`src/rtl/fetch_pkg.sv`:
```
// Shared types and constants for the instruction fetch block.
// The address check is shared by every redirect path so they all fault the same way.
package fetch_pkg;

    typedef enum logic [1:0] {
        ST_IDLE  = 2'd0,
        ST_FETCH = 2'd1,
        ST_FAULT = 2'd2
    } fetch_state_e;

    typedef struct packed {
        logic [31:0] pc;
        logic [31:0] word;
    } fetch_entry_t;

    localparam logic [31:0] INST_BYTES = 32'd4;

    // A fetch target is usable when word aligned and inside the program ROM.
    function automatic logic target_ok(input logic [31:0] addr, input logic [31:0] limit);
        return (addr[1:0] == 2'b00) && (addr < limit);
    endfunction

endpackage

```
`src/rtl/instruction_fetch_if.sv`:
```
// Fetch-side bus: program ROM port, redirect request from execute and
// the instruction handshake towards decode.
interface instruction_fetch_if;
    logic [31:0] rom_address;
    logic [31:0] rom_rdata;
    logic        redirect_valid;
    logic [31:0] redirect_pc;
    logic        inst_valid;
    logic        inst_ready;
    logic [31:0] inst;
    logic [31:0] inst_pc;
    logic        fetch_fault;

    modport master (
        output rom_address, inst_valid, inst, inst_pc, fetch_fault,
        input  rom_rdata, redirect_valid, redirect_pc, inst_ready
    );

    modport slave (
        input  rom_address, inst_valid, inst, inst_pc, fetch_fault,
        output rom_rdata, redirect_valid, redirect_pc, inst_ready
    );
endinterface

```
`src/rtl/fetch_fifo.sv`:
```
// Two-entry instruction buffer of {pc, word}; flush wins over push and pop.
// The head entry is read straight from storage so decode sees registered data only.
module fetch_fifo
    import fetch_pkg::*;
(
    input  logic         clock,
    input  logic         reset,
    input  logic         push,
    input  logic         pop,
    input  logic         flush,
    input  fetch_entry_t din,
    output logic [1:0]   count,
    output fetch_entry_t head
);

    fetch_entry_t mem [2];
    logic         wr_ptr;
    logic         rd_ptr;

    always_ff @(posedge clock or posedge reset) begin
        if (reset) begin
            mem[0] <= '0;
            mem[1] <= '0;
            wr_ptr <= 1'b0;
            rd_ptr <= 1'b0;
            count  <= 2'd0;
        end else if (flush) begin
            wr_ptr <= 1'b0;
            rd_ptr <= 1'b0;
            count  <= 2'd0;
        end else begin
            if (push) begin
                mem[wr_ptr] <= din;
                wr_ptr      <= ~wr_ptr;
            end
            if (pop) begin
                rd_ptr <= ~rd_ptr;
            end
            case ({push, pop})
                2'b10:   count <= count + 2'd1;
                2'b01:   count <= count - 2'd1;
                default: count <= count;
            endcase
        end
    end

    assign head = mem[rd_ptr];

endmodule

```
`src/rtl/instruction_fetch.sv`:
```
// Instruction fetch: walks the program ROM sequentially, buffers up to two
// instructions for decode, follows redirects and halts on bad addresses.
//
// state    | meaning
// ST_IDLE  | one cycle after reset release, no fetch yet
// ST_FETCH | pushing {pc, rom_rdata} whenever the buffer has room
// ST_FAULT | bad target or end of ROM reached; halted until reset
module instruction_fetch
    import fetch_pkg::*;
#(
    parameter logic [31:0] RESET_PC  = 32'h0000_0000,
    parameter int          ROM_DEPTH = 2048
) (
    input  logic                 clock,
    input  logic                 reset,
    instruction_fetch_if.master  bus
);

    localparam logic [31:0] ROM_BYTES = 32'(ROM_DEPTH) * INST_BYTES;

    fetch_state_e state, state_next;
    logic [31:0]  pc, pc_next;
    logic         push, pop, flush, can_pop;
    logic [1:0]   fifo_count;
    fetch_entry_t head, din;

    always_ff @(posedge clock or posedge reset) begin
        if (reset) begin
            state <= ST_IDLE;
            pc    <= RESET_PC;
        end else begin
            state <= state_next;
            pc    <= pc_next;
        end
    end

    assign can_pop = (fifo_count != 2'd0) && bus.inst_ready;

    always_comb begin
        state_next = state;
        pc_next    = pc;
        push       = 1'b0;
        pop        = 1'b0;
        flush      = 1'b0;
        case (state)
            ST_IDLE: begin
                state_next = ST_FETCH;
                if (bus.redirect_valid) begin
                    flush = 1'b1;
                    if (target_ok(bus.redirect_pc, ROM_BYTES)) begin
                        pc_next = bus.redirect_pc;
                    end else begin
                        state_next = ST_FAULT;
                    end
                end
            end
            ST_FETCH: begin
                if (bus.redirect_valid) begin
                    flush = 1'b1;
                    if (target_ok(bus.redirect_pc, ROM_BYTES)) begin
                        pc_next = bus.redirect_pc;
                    end else begin
                        state_next = ST_FAULT;
                    end
                end else begin
                    pop = can_pop;
                    // Running off the end of ROM keeps what is already buffered.
                    if (pc >= ROM_BYTES) begin
                        state_next = ST_FAULT;
                    end else if ((fifo_count < 2'd2) || can_pop) begin
                        push    = 1'b1;
                        pc_next = pc + INST_BYTES;
                    end
                end
            end
            ST_FAULT: begin
                pop = can_pop;
            end
            default: begin
                state_next = ST_FAULT;
            end
        endcase
    end

    assign din.pc   = pc;
    assign din.word = bus.rom_rdata;

    fetch_fifo u_fifo (
        .clock (clock),
        .reset (reset),
        .push  (push),
        .pop   (pop),
        .flush (flush),
        .din   (din),
        .count (fifo_count),
        .head  (head)
    );

    assign bus.rom_address = pc;
    assign bus.inst_valid  = (fifo_count != 2'd0);
    assign bus.inst        = head.word;
    assign bus.inst_pc     = head.pc;
    assign bus.fetch_fault = (state == ST_FAULT);

endmodule

```
`src/flat_wrapper.sv`:
```
// flat-port wrapper written by rule: the top's interface ports become plain ports
module instruction_fetch_flat import fetch_pkg::*;
#(
    parameter logic [31:0] RESET_PC  = 32'h0000_0000,
    parameter int          ROM_DEPTH = 2048
)
  (clock, reset, bus_rom_address, bus_inst_valid, bus_inst, bus_inst_pc, bus_fetch_fault, bus_rom_rdata, bus_redirect_valid, bus_redirect_pc, bus_inst_ready);
  instruction_fetch_if bus_i ();
  input  logic clock;
  input  logic reset;
  output wire logic [$bits(bus_i.rom_address)-1:0] bus_rom_address;
  output wire logic [$bits(bus_i.inst_valid)-1:0] bus_inst_valid;
  output wire logic [$bits(bus_i.inst)-1:0] bus_inst;
  output wire logic [$bits(bus_i.inst_pc)-1:0] bus_inst_pc;
  output wire logic [$bits(bus_i.fetch_fault)-1:0] bus_fetch_fault;
  input wire logic [$bits(bus_i.rom_rdata)-1:0] bus_rom_rdata;
  input wire logic [$bits(bus_i.redirect_valid)-1:0] bus_redirect_valid;
  input wire logic [$bits(bus_i.redirect_pc)-1:0] bus_redirect_pc;
  input wire logic [$bits(bus_i.inst_ready)-1:0] bus_inst_ready;
  assign bus_rom_address = bus_i.rom_address;
  assign bus_inst_valid = bus_i.inst_valid;
  assign bus_inst = bus_i.inst;
  assign bus_inst_pc = bus_i.inst_pc;
  assign bus_fetch_fault = bus_i.fetch_fault;
  assign bus_i.rom_rdata = bus_rom_rdata;
  assign bus_i.redirect_valid = bus_redirect_valid;
  assign bus_i.redirect_pc = bus_redirect_pc;
  assign bus_i.inst_ready = bus_inst_ready;
  instruction_fetch #(.RESET_PC(RESET_PC), .ROM_DEPTH(ROM_DEPTH)) u_core (.clock(clock), .reset(reset), .bus(bus_i));
endmodule
```
`config.mk`:
```
export PLATFORM = sky130hd
export DESIGN_NAME = instruction_fetch_flat
export DESIGN_NICKNAME = d
export VERILOG_FILES = /design/src/rtl/fetch_pkg.sv /design/src/rtl/instruction_fetch_if.sv /design/src/rtl/fetch_fifo.sv /design/src/rtl/instruction_fetch.sv /design/src/flat_wrapper.sv
export SDC_FILE = /design/constraint.sdc
export NUM_CORES = 1
export LEC_CHECK = 0
export CAP_MARGIN = 20
export CORE_MARGIN = 2
export CORE_UTILIZATION = 50
export DETAILED_ROUTE_END_ITERATION = 8
export PLACE_DENSITY = 0.86
export SLEW_MARGIN = 5
export SYNTH_ARGS = -nofsm -noshare
export SYNTH_HDL_FRONTEND = slang
export SYNTH_SLANG_ARGS = --single-unit
```
`constraint.sdc`:
```
create_clock -name clock -period 7.1 [get_ports clock]
set_input_delay 1.42 -clock clock [delete_from_list [all_inputs] [get_ports clock]]
set_output_delay 1.42 -clock clock [all_outputs]
set_load 0.1 [all_outputs]
```
After elaboration in Yosys (flattened, before gate mapping) --
Cells that the tools add are included.
Storage, ports and cells: flip-flop bits (word level) 166, output and inout port bits 98, logic and storage cells 80, input bits 68
Cells by class: equality and inequality tests 9, $add $sub $neg 3, bitwise gates (word level) 6, reductions and logical operators 15, multiplexer cells 32, $lt $le $gt $ge 6
Operator list (count):
- two-way mux 64 bit | 4
- two-way mux 32 bit | 5
- bitwise mux 128 bit | 1
- demux 64 bit (select 1 bit) | 1
- one-hot mux 32 bit (2 select lines) | 1
- adder 32 x 3 -> 32 bit (second input constant) | 1
- greater-or-equal comparator 32 x 14 -> 1 bit (second input constant) | 1
- less-than comparator 32 x 14 -> 1 bit (second input constant) | 1
- two-way mux 2 bit | 6
- two-way mux 1 bit | 11
- nonzero test 2 bit | 4
- inequality test 3 x 2 -> 1 bit (second input constant) | 2
- inequality test 3 bit (second input constant) | 2
- one-hot mux 2 bit (3 select lines) | 1
- equality test 2 x 1 -> 1 bit (second input constant) | 2
- equality test 2 bit (second input constant) | 2
- greater-or-equal comparator 2 bit (second input constant) | 2
- logical NOT 2 bit | 2
- inverter 1 bit | 4
- inverter 1 -> 2 bit | 2
- one-hot mux 2 bit (2 select lines) | 1
- AND reduction 4 bit | 1
- logical AND 1 bit | 3
- AND reduction 3 bit | 1
- other kinds (10) | 10

Longest topological paths before layout --
Gate-level depths: netlist of the first run.
depth in word-level cells 10, gate-level depth with buffers 10, depth with buffers taken out 9

Modules after synthesis --
From an unflattened synthesis of the first run, not the netlist that was laid out.
Unflattened totals: cells, all modules 552, area total of the unflattened synthesis 7888.8 um^2
Modules (own cells, without submodules):
- fetch_fifo | cells an instance 361, times used 1, area each 6039.5 um^2, seq. area each 3303.2 um^2
- instruction_fetch | cells an instance 191, times used 1, area each 1849.3 um^2, seq. area each 850.8 um^2

Least setup slack after synthesis of the first run --
OpenSTA, ideal clock, no wires.
path kind input port to flip-flop, start point in bus_redirect_valid, end point reg u_core.u_fifo.count[1], setup time 0.078 ns, data arrival time 3.239 ns, setup slack 3.783 ns, data required time 7.022 ns, cell stages on the path 7, buffers on the path 1, path through and2b_1 > nand2b_1 > or4_4 > buf_6 > ha_1 > or3_1 > a21oi_1
Between the ends: word-level cells in the longest chain between the ends 5, elaborated cells between the ends (all ways) 11, those cells by class 2 x eq/ne; 8 x mux; 1 x reduce/logical
RTL lines:
- from (decl) | line flat_wrapper.sv:17 | input wire logic [$bits(bus_i.redirect_valid)-1:0] bus_redirect_valid;
- two-way mux 1 bit | line instruction_fetch.sv:58 | if (bus.redirect_valid) begin
- one-hot mux 1 bit (2 select lines) / two-way mux 1 bit (equally long branches) | line instruction_fetch.sv:45 | case (state)
- equality test 2 x 1 -> 1 bit / equality test 2 bit (equally long branches) | line fetch_fifo.sv:39 | case ({push, pop})
- one-hot mux 2 bit (2 select lines) | line fetch_fifo.sv:39
- two-way mux 2 bit | line fetch_fifo.sv:27 | end else if (flush) begin
- to (signal assigned) | line fetch_fifo.sv:40 | 2'b10: count <= count + 2'd1;
- to (signal assigned) | line fetch_fifo.sv:41 | 2'b01: count <= count - 2'd1;
- to (signal assigned) | line fetch_fifo.sv:42 | default: count <= count;
- to (decl) | line fetch_fifo.sv:12 | output logic [1:0] count,
Several ways; a longest one is shown, not always the timed one. A chain may end at the register's enable or synchronous reset.

Final worst setup path of the first run --
start point reg u_core.u_fifo.rd_ptr, end point out bus_inst[10]
Between the ends: word-level cells in the longest chain between the ends 4
RTL lines:
- from (decl) | line fetch_fifo.sv:18 | logic rd_ptr;
- from (signal assigned) | line fetch_fifo.sv:37 | rd_ptr <= ~rd_ptr;
- inverter 1 -> 2 bit (not written as such) | line fetch_fifo.sv:47 | assign head = mem[rd_ptr];
- two-way mux 64 bit (not written as such) (3 in series) | line fetch_fifo.sv:47
- to (decl) | line flat_wrapper.sv:13 | output wire logic [$bits(bus_i.inst)-1:0] bus_inst;
Every way passes these cells. The select of a mux whose other input is x is not followed.

==> results.toml, run 1 <==
[status]
status = "complete, no violations"

[timing]
min_period_ns = 4.51
slew_headroom_pct = 30.8
rsz0062_at_grt = "false"
maxSlewViolCount = 0
fin_skew_ns = 0.00805
tns_ns = 0
max_freq_mhz = 222
hold_viol_final = 0
period_share_pct = 63.5
worst_pin_slew_ns = 1.03
setup_viol = 0

[critical_path]
end_kind = "output pin"
crit_arrival_ns = 3.09
critPathMaxFanout = 56
reg2reg_slack_ns = 4.18
cp_slowest_cell = "clkdlybuf4s50_1"
crit_family = "buffers and inverters"
crit_chain = "buf_4 -> mux2_2 -> clkdlybuf4s50_1"
crit_path_end = "bus_inst[10]"
cp-start-kind = "register"
cp.buffers_inverters = 2
worstSetupPathType = "reg -> out"
max_stage_delay_ns = 1.16
crit_start = "u_core.u_fifo.rd_ptr$_DFFE_PP0P_"
worst_r2r_path_depth = 8
critPathRequiredTime_ns = 5.68
r2r_start = "u_core.state[1]$_DFFE_PP0P_"
path_depth = 3
r2r-end = "u_core.u_fifo.count[1]$_DFFE_PP0P_"

[finish]
filler_cell_count = 948
final_core_utilization_pct = 68.9
n_antenna_cell = 0
area_growth_pct = 33.5
final_nets = 778
drive_above_1_share_pct = 27.9

[place]
globalplace.congestion = 0.918
hpwl_um = 10800
port_buffers = 165

[synthesis]
synth_most_common_cell = "dfrtp_1"
yosysTopAreaCell = "dfrtp_1"
synth_top_area_share_pct = 57.3
synth-main-ff-cell = "dfrtp_1"
syn_area_um2 = 7240
synthArstFlopShare_pct = 100
synth_cell_types = 42
synth_edf_count = 0
synth_common_cells = "166 x dfrtp_1, 154 x mux2_2, 35 x nor2b_1"
synth_cells = 541
syn_avg_cell_area_um2 = 13.4
ys_ff_latch = 166
ys_seq_area_share_pct = 57.3
ys_warn_count = 0
synthesis.nets = 615
synthTopCellsByArea = "dfrtp_1 57%, mux2_2 24%, nor2b_1 3.0%"

[routing]
antenna_left = 0
drt_pass1_iterations = 5
vias = 4964
wl_um = 16400
via_per_inst = 5.53
drc_errors = 0
wl_per_cell_um = 18.3
drt_first_iter_violations = 336

[clock_network]
cts.root.buffer_cell = "clkbuf_16"
ctsHoldBuffers = 0
cts-buffers-inserted = 17
cts_setup_buffers = 0
insertion_delay_ns = 0.43
cts_sinks = 166
path_clk_slew_ns = 0.06
clockBufferDepth = 2
cts_resized = 0
h-tree-depth = 4
tritoncts = "yes"

[worst_hold_path]
hp-class = "reg -> reg"
min_from = "u_core.u_fifo.mem[57]$_DFFE_PP0P_"

[floorplanning]
rows = 43
core_area_um2 = 14000
pin_count = 166
dieWidth_um = 124
die_area_um2 = 15500
dieHeight_um = 124
start_util_pct = 51.6

[global_route]
grt_max_degree = 106
grt_pass1_wl_um = 27000
grt_pass1_vias = 5357
gr-total-overflow = 0
grt_use_total_pct = 21.6
antenna_found_initial = 0

[job]
maxCapViolCount = 0

[power_and_ir_drop]
p_leak_nw = 4.57
vdd_drop_max_mv = 0.162
p_per_area_nw_per_um2 = 202
## cell families (layout without fill, tap and decap cells)
kind of cell             count (synthesis)  after routing  share of synthesized area, %
AO/OA/AOI/OAI                           49             49                          4.66
XOR/XNOR                                 4              4                         0.484
adder cells (fa/ha/maj)                  6              6                          1.04
buffers and inverters                   36            212                          2.14
flip-flops                             166            166                          57.3
multiplexers                           155            155                          24.1
AND/OR/NAND/NOR                        125            125                          10.3
## per-stage QoR
| stage | setup WS [ns] | std cells | hold slack (ns) | cell area [µm²] | total power, mW |
|---|---|---|---|---|---|
| 2_1_floorplan | 1.19 | 541 | 0.447 | 7240 | 0.979 |
| 3_3_place_gp | 3.02 | 864 | 0.463 | 9050 | 1.02 |
| 3_5_place_dp | 2.96 | 865 | 0.465 | 9060 | 1.03 |
| 4_1_cts | 2.56 | 897 | 0.483 | 9670 | 1.97 |
| 5_1_grt | 2.46 | 897 | 0.505 | 9670 | 2.02 |
| 6_report | 2.59 | 897 | 0.478 | 9670 | 1.95 |
## report_power, final
group / internal, mW / switching [mW]
Clock: 0.580 / 0.365
Combinational: 0.0338 / 0.0266
Sequential: 0.946 / 0.00000337
Total: 1.56 / 0.392
## final cells by class
class                      instances  area (µm²)  area share, %
timing repair buffer             170        1690           17.5
sequential                       166        4160           43.0
clock inverter                    12         151           1.56
inverter                          10        42.5          0.440
tap                              180         225           2.33
clock buffer                      20         467           4.82
multi-input combinational        339        2940           30.4
## routing by layer
layer	track usage, %	share of wire [%]
met5	0	0
met4	7.60	2.1
met3	7.30	6.8
met2	35.3	48
met1	27.0	43
## state kept, by name (all words and copies together), names as in the netlist
signal	flops
u_core.bus.rom_address	32
u_core.state	2
u_core.u_fifo.count	2
u_core.u_fifo.mem	128
u_core.u_fifo.rd_ptr	1
u_core.u_fifo.wr_ptr	1
## cells in the final DEF, fill, tap and decap left out, types with 10 or more instances in the layout
cell             instances
nand2_1                 12
mux2_2                 154
nor2b_1                 35
nor2_1                  11
clkdlybuf4s50_1        165
and2_1                  19
nor4_1                  10
dfrtp_1                165
o21ai_0                 10
clkbuf_16               17
## how the worst min path moves through the flow
| stage | end | cells after the start |
|---|---|---|
| CTS | u_core.u_fifo.mem[57]$_DFFE_PP0P_ | 1 |
| global route | u_core.u_fifo.mem[49]$_DFFE_PP0P_ | 1 |
| floorplan | u_core.u_fifo.mem[45]$_DFFE_PP0P_ | 1 |
| finish | u_core.u_fifo.mem[57]$_DFFE_PP0P_ | 1 |
| global placement | u_core.u_fifo.mem[49]$_DFFE_PP0P_ | 1 |
| detailed placement | u_core.u_fifo.mem[52]$_DFFE_PP0P_ | 1 |
Note: power is estimated with default switching activity, not from simulation.
==> inputs of run 2 (changes only) <==
- clock period: 7.1 -> 4.4 ns (I/O delays scaled with it)
==> results.toml, run 2 (same netlist as run 1, synthesis figures left out) <==
[status]
status = "complete, no violations"

[finish]
area_growth_pct = 32.2
n_antenna_cell = 0
final_nets = 780
filler_cell_count = 984
layout_common_cells = "165 x dfrtp_1, 154 x mux2_2, 143 x clkdlybuf4s50_1"
drive_above_1_share_pct = 30.1
largest_reg_flops = 128
final_common_cell = "dfrtp_1"
top_register = "u_core.u_fifo.mem"

[floorplanning]
rows = 43
dieHeight_um = 124
dieWidth_um = 124
die_area_um2 = 15500
start_util_pct = 51.6
core_area_um2 = 14000
pin_count = 166

[routing]
drc_errors = 0
wl_per_cell_um = 17.8
drt_first_iter_violations = 380
drt_pass1_iterations = 4
antenna_left = 0
vias = 4907
via_per_inst = 5.47
wl_um = 16000

[timing]
period_share_pct = 78.4
worst_pin_slew_ns = 1.03
min_period_ns = 3.45
setup_viol = 0
fin_skew_ns = 0.0124
holdWs_ns = 0.481
slew_headroom_pct = 31.3
tns_ns = 0
rsz0062_at_grt = "false"
maxSlewViolCount = 0
hold_viol_final = 0
max_freq_mhz = 290

[clock_network]
path_clk_slew_ns = 0.06
cts_resized = 0
cts-buffers-inserted = 17
clockBufferDepth = 2
tritoncts = "yes"
ctsHoldBuffers = 0
insertion_delay_ns = 0.42
h-tree-depth = 4
cts.root.buffer_cell = "clkbuf_16"
cts_sinks = 166
cts_setup_buffers = 0

[critical_path]
cp-start-kind = "register"
worstSetupPathType = "reg -> out"
critPathMaxFanout = 64
crit_arrival_ns = 2.57
r2r_start = "u_core.state[1]$_DFFE_PP0P_"
end_kind = "output pin"
crit_start = "u_core.u_fifo.rd_ptr$_DFFE_PP0P_"
critPathRequiredTime_ns = 3.52

[place]
hpwl_um = 10600
port_buffers = 165
globalplace.congestion = 0.875

[power_and_ir_drop]
p_per_area_nw_per_um2 = 308
vdd_drop_max_mv = 0.260
p_leak_nw = 4.59

[global_route]
gr-total-overflow = 0
antenna_found_initial = 0
grt_max_degree = 84
grt_use_total_pct = 21.5
grt_pass1_wl_um = 26700
grt_pass1_vias = 5392

[job]
maxCapViolCount = 0

[worst_hold_path]
hp-class = "reg -> reg"
min_from = "u_core.u_fifo.mem[59]$_DFFE_PP0P_"
==> run 2: cell types whose count changed in the layout (fill, tap and decap cells not counted), moves of 2 or more <==
cell and change:
clkdlybuf4s50_1 -22, buf_4 +21, clkbuf_1 +6, buf_12 +3
bufinv_16 -3, clkinv_4 -3, clkinv_2 -2
==> run 2: final cells by class <==
cell class              count  area [µm²]  share of cell area [%]
clock buffers              27         503                    5.25
multi-input cells         339        2940                    30.8
clock inverters             3        18.8                   0.196
repair buffers            172        1690                    17.6
well taps                 180         225                    2.35
inverters                  10        41.3                   0.431
flip-flops and latches    166        4160                    43.4
==> run 2: path summary, 6_finish.rpt <==
check                                                              end  slack, ns  cells past startpoint
worst max-delay path                                      bus_inst[10]       0.95                      3
worst min-delay path                 u_core.u_fifo.mem[59]$_DFFE_PP0P_       0.48                      1
worst max register to register      u_core.u_fifo.count[1]$_DFFE_PP0P_       1.48                      8
worst min register to register       u_core.u_fifo.mem[59]$_DFFE_PP0P_       0.48                      1
max in group asynchronous       u_core.bus.rom_address[20]$_DFFE_PP0P_       2.81                      3
min in group asynchronous            u_core.u_fifo.mem[88]$_DFFE_PP0P_       0.82                      2
==> run 2: worst max-delay path: stages, from the launching register on <==
cell and delay (ns):
dfrtp_2 0.39, buf_12 0.32, mux2_2 0.24, clkdlybuf4s50_1 1.14
==> run 2: layer usage <==
layer	up-vias	track usage [%]	wire length, µm
met5	-	0	0
met4	0	7.53	251
met3	24	7.26	1130
met2	184	34.7	7570
met1	2444	27.3	7000
li1	2255	-	-
==> run 2: stage by stage <==
stage	power, mW	instance area, µm²	instances	util (%)	setup slack, ns
final	2.95	9570	897	68.2	0.952
after global routing	3.07	9570	897	68.2	0.881
after CTS	2.99	9570	897	68.2	0.924
after detailed placement	1.66	9050	867	64.5	0.781
after global placement	1.65	9050	867	64.5	0.862
after floorplan	1.58	7250	541	-	1.41
==> run 2: power breakdown <==
part | leakage [nW] | switching [mW] | internal (mW) | total (mW)
logic | 2.02 | 0.0438 | 0.0570 | 0.101
registers | 2.31 | 0.00000264 | 1.53 | 1.53
clock network | 0.258 | 0.548 | 0.776 | 1.32
==> inputs of run 3 (changes only) <==
- clock period: 4.4 -> 3.5 ns (I/O delays scaled with it)
==> results.toml, run 3 (same netlist as run 1, synthesis figures left out) <==
[status]
status = "complete, no violations"

[clock_network]
h-tree-depth = 4
clockBufferDepth = 2
cts_sinks = 166
cts_setup_buffers = 0
path_clk_slew_ns = 0.06
cts-buffers-inserted = 17
insertion_delay_ns = 0.43
tritoncts = "yes"
cts_resized = 0
ctsHoldBuffers = 0
cts.root.buffer_cell = "clkbuf_16"

[critical_path]
crit_chain = "or2_2 -> clkdlybuf4s50_1"
max_stage_delay_ns = 0.98
critPathRequiredTime_ns = 2.80
cp.buffers_inverters = 1
cp_slowest_cell = "clkdlybuf4s50_1"
worstSetupPathType = "reg -> out"
critPathMaxFanout = 3
cp-start-kind = "register"
end_kind = "output pin"
crit_arrival_ns = 2.16
crit_family = "buffers and inverters"

[floorplanning]
rows = 43
dieHeight_um = 124
dieWidth_um = 124
start_util_pct = 51.6
die_area_um2 = 15500
pin_count = 166
core_area_um2 = 14000

[finish]
drive_above_1_share_pct = 38.6
n_antenna_cell = 0
final_nets = 781
final_common_cell = "dfrtp_1"
fin_cells = 900
layout_common_cells = "165 x dfrtp_1, 154 x mux2_2, 88 x clkdlybuf4s50_1"
largest_reg_flops = 128
area_growth_pct = 31.2
top_register = "u_core.u_fifo.mem"

[routing]
wl_um = 16400
drt_first_iter_violations = 310
drc_errors = 0
antenna_left = 0
via_per_inst = 5.53
vias = 4973
drt_pass1_iterations = 5
wl_per_cell_um = 18.2

[timing]
min_period_ns = 2.86
period_share_pct = 81.7
max_freq_mhz = 350
hold_viol_final = 0
worst_pin_slew_ns = 1.00
fin_skew_ns = 0.00561
tns_ns = 0
slew_headroom_pct = 33.1
rsz0062_at_grt = "false"
maxSlewViolCount = 0
setup_viol = 0

[global_route]
grt_use_total_pct = 21.9
grt_max_degree = 167
grt_pass1_wl_um = 27500
grt_pass1_vias = 5400
gr-total-overflow = 0
use_met3_pct = 7.47
grt_util_met2_pct = 35.4
grtUsageMet1_pct = 28.1
top_usage_layer = "met2"
antenna_found_initial = 0

[job]
maxCapViolCount = 0

[worst_hold_path]
hp-class = "reg -> reg"

[place]
port_buffers = 165
globalplace.congestion = 0.903
placed_cells = 868
hpwl_um = 10800

[power_and_ir_drop]
vdd_drop_max_mv = 0.324
p_leak_nw = 4.74
p_per_area_nw_per_um2 = 417
-- run 3: final cells by class --
type	count	area [µm²]
fill	991	4540
inverter	10	41.3
clock inverter	11	146
multi-input combinational	339	2940
timing repair buffer	173	1530
clock buffer	21	460
tap	180	225
sequential	166	4160
-- run 3: worst reg2reg max path, delay by kind of cell, from the launching register on --
| kind | cells | cell delay, ns |
|---|---|---|
| compound gates | 1 | 0.14 |
| fa+ha+maj | 2 | 0.61 |
| buf+inv | 1 | 0.09 |
| flops | 1 | 0.40 |
| simple gates | 4 | 1.32 |
-- run 3: routing by layer --
metal	vias to the layer above	part of all wire [%]
li1	2256	-
met1	2495	43
met2	189	48
met3	33	6.8
met4	0	1.8
met5	-	0
-- run 3: power breakdown --
part,total (mW),internal [mW],switching (mW)
Clock,1.92,1.16,0.758
Combinational,0.126,0.0702,0.0556
Sequential,1.92,1.92,0.00000255
-- run 3: through the flow --
step                      hold WS [ns]  instance area [µm²]  util [%]  power [mW]  setup slack (ns)
final                            0.482                 9500      67.7        3.96             0.639
after global routing             0.505                 9500      67.7        4.10             0.597
after CTS                        0.486                 9500      67.7        4.00             0.630
after detailed placement         0.466                 8900      63.4        2.08             0.329
after global placement           0.463                 8900      63.4        2.08             0.432
after floorplan                  0.447                 7250         -        1.99             0.687
-- run 3: final timing paths --
kind                                                          from                                  to  slack [ns]  depth (start not counted)
worst max-delay path            u_core.u_fifo.count[0]$_DFFE_PP0P_                      bus_inst_valid        0.64                          2
worst min-delay path             u_core.u_fifo.mem[47]$_DFFE_PP0P_   u_core.u_fifo.mem[47]$_DFFE_PP0P_        0.48                          1
worst max register to register         u_core.state[1]$_DFFE_PP0P_  u_core.u_fifo.count[1]$_DFFE_PP0P_        0.86                          8
worst min register to register   u_core.u_fifo.mem[47]$_DFFE_PP0P_   u_core.u_fifo.mem[47]$_DFFE_PP0P_        0.48                          1
max in group asynchronous                                    reset    u_core.u_fifo.rd_ptr$_DFFE_PP0P_        1.94                          3
min in group asynchronous                                    reset   u_core.u_fifo.mem[20]$_DFFE_PP0P_        0.85                          3
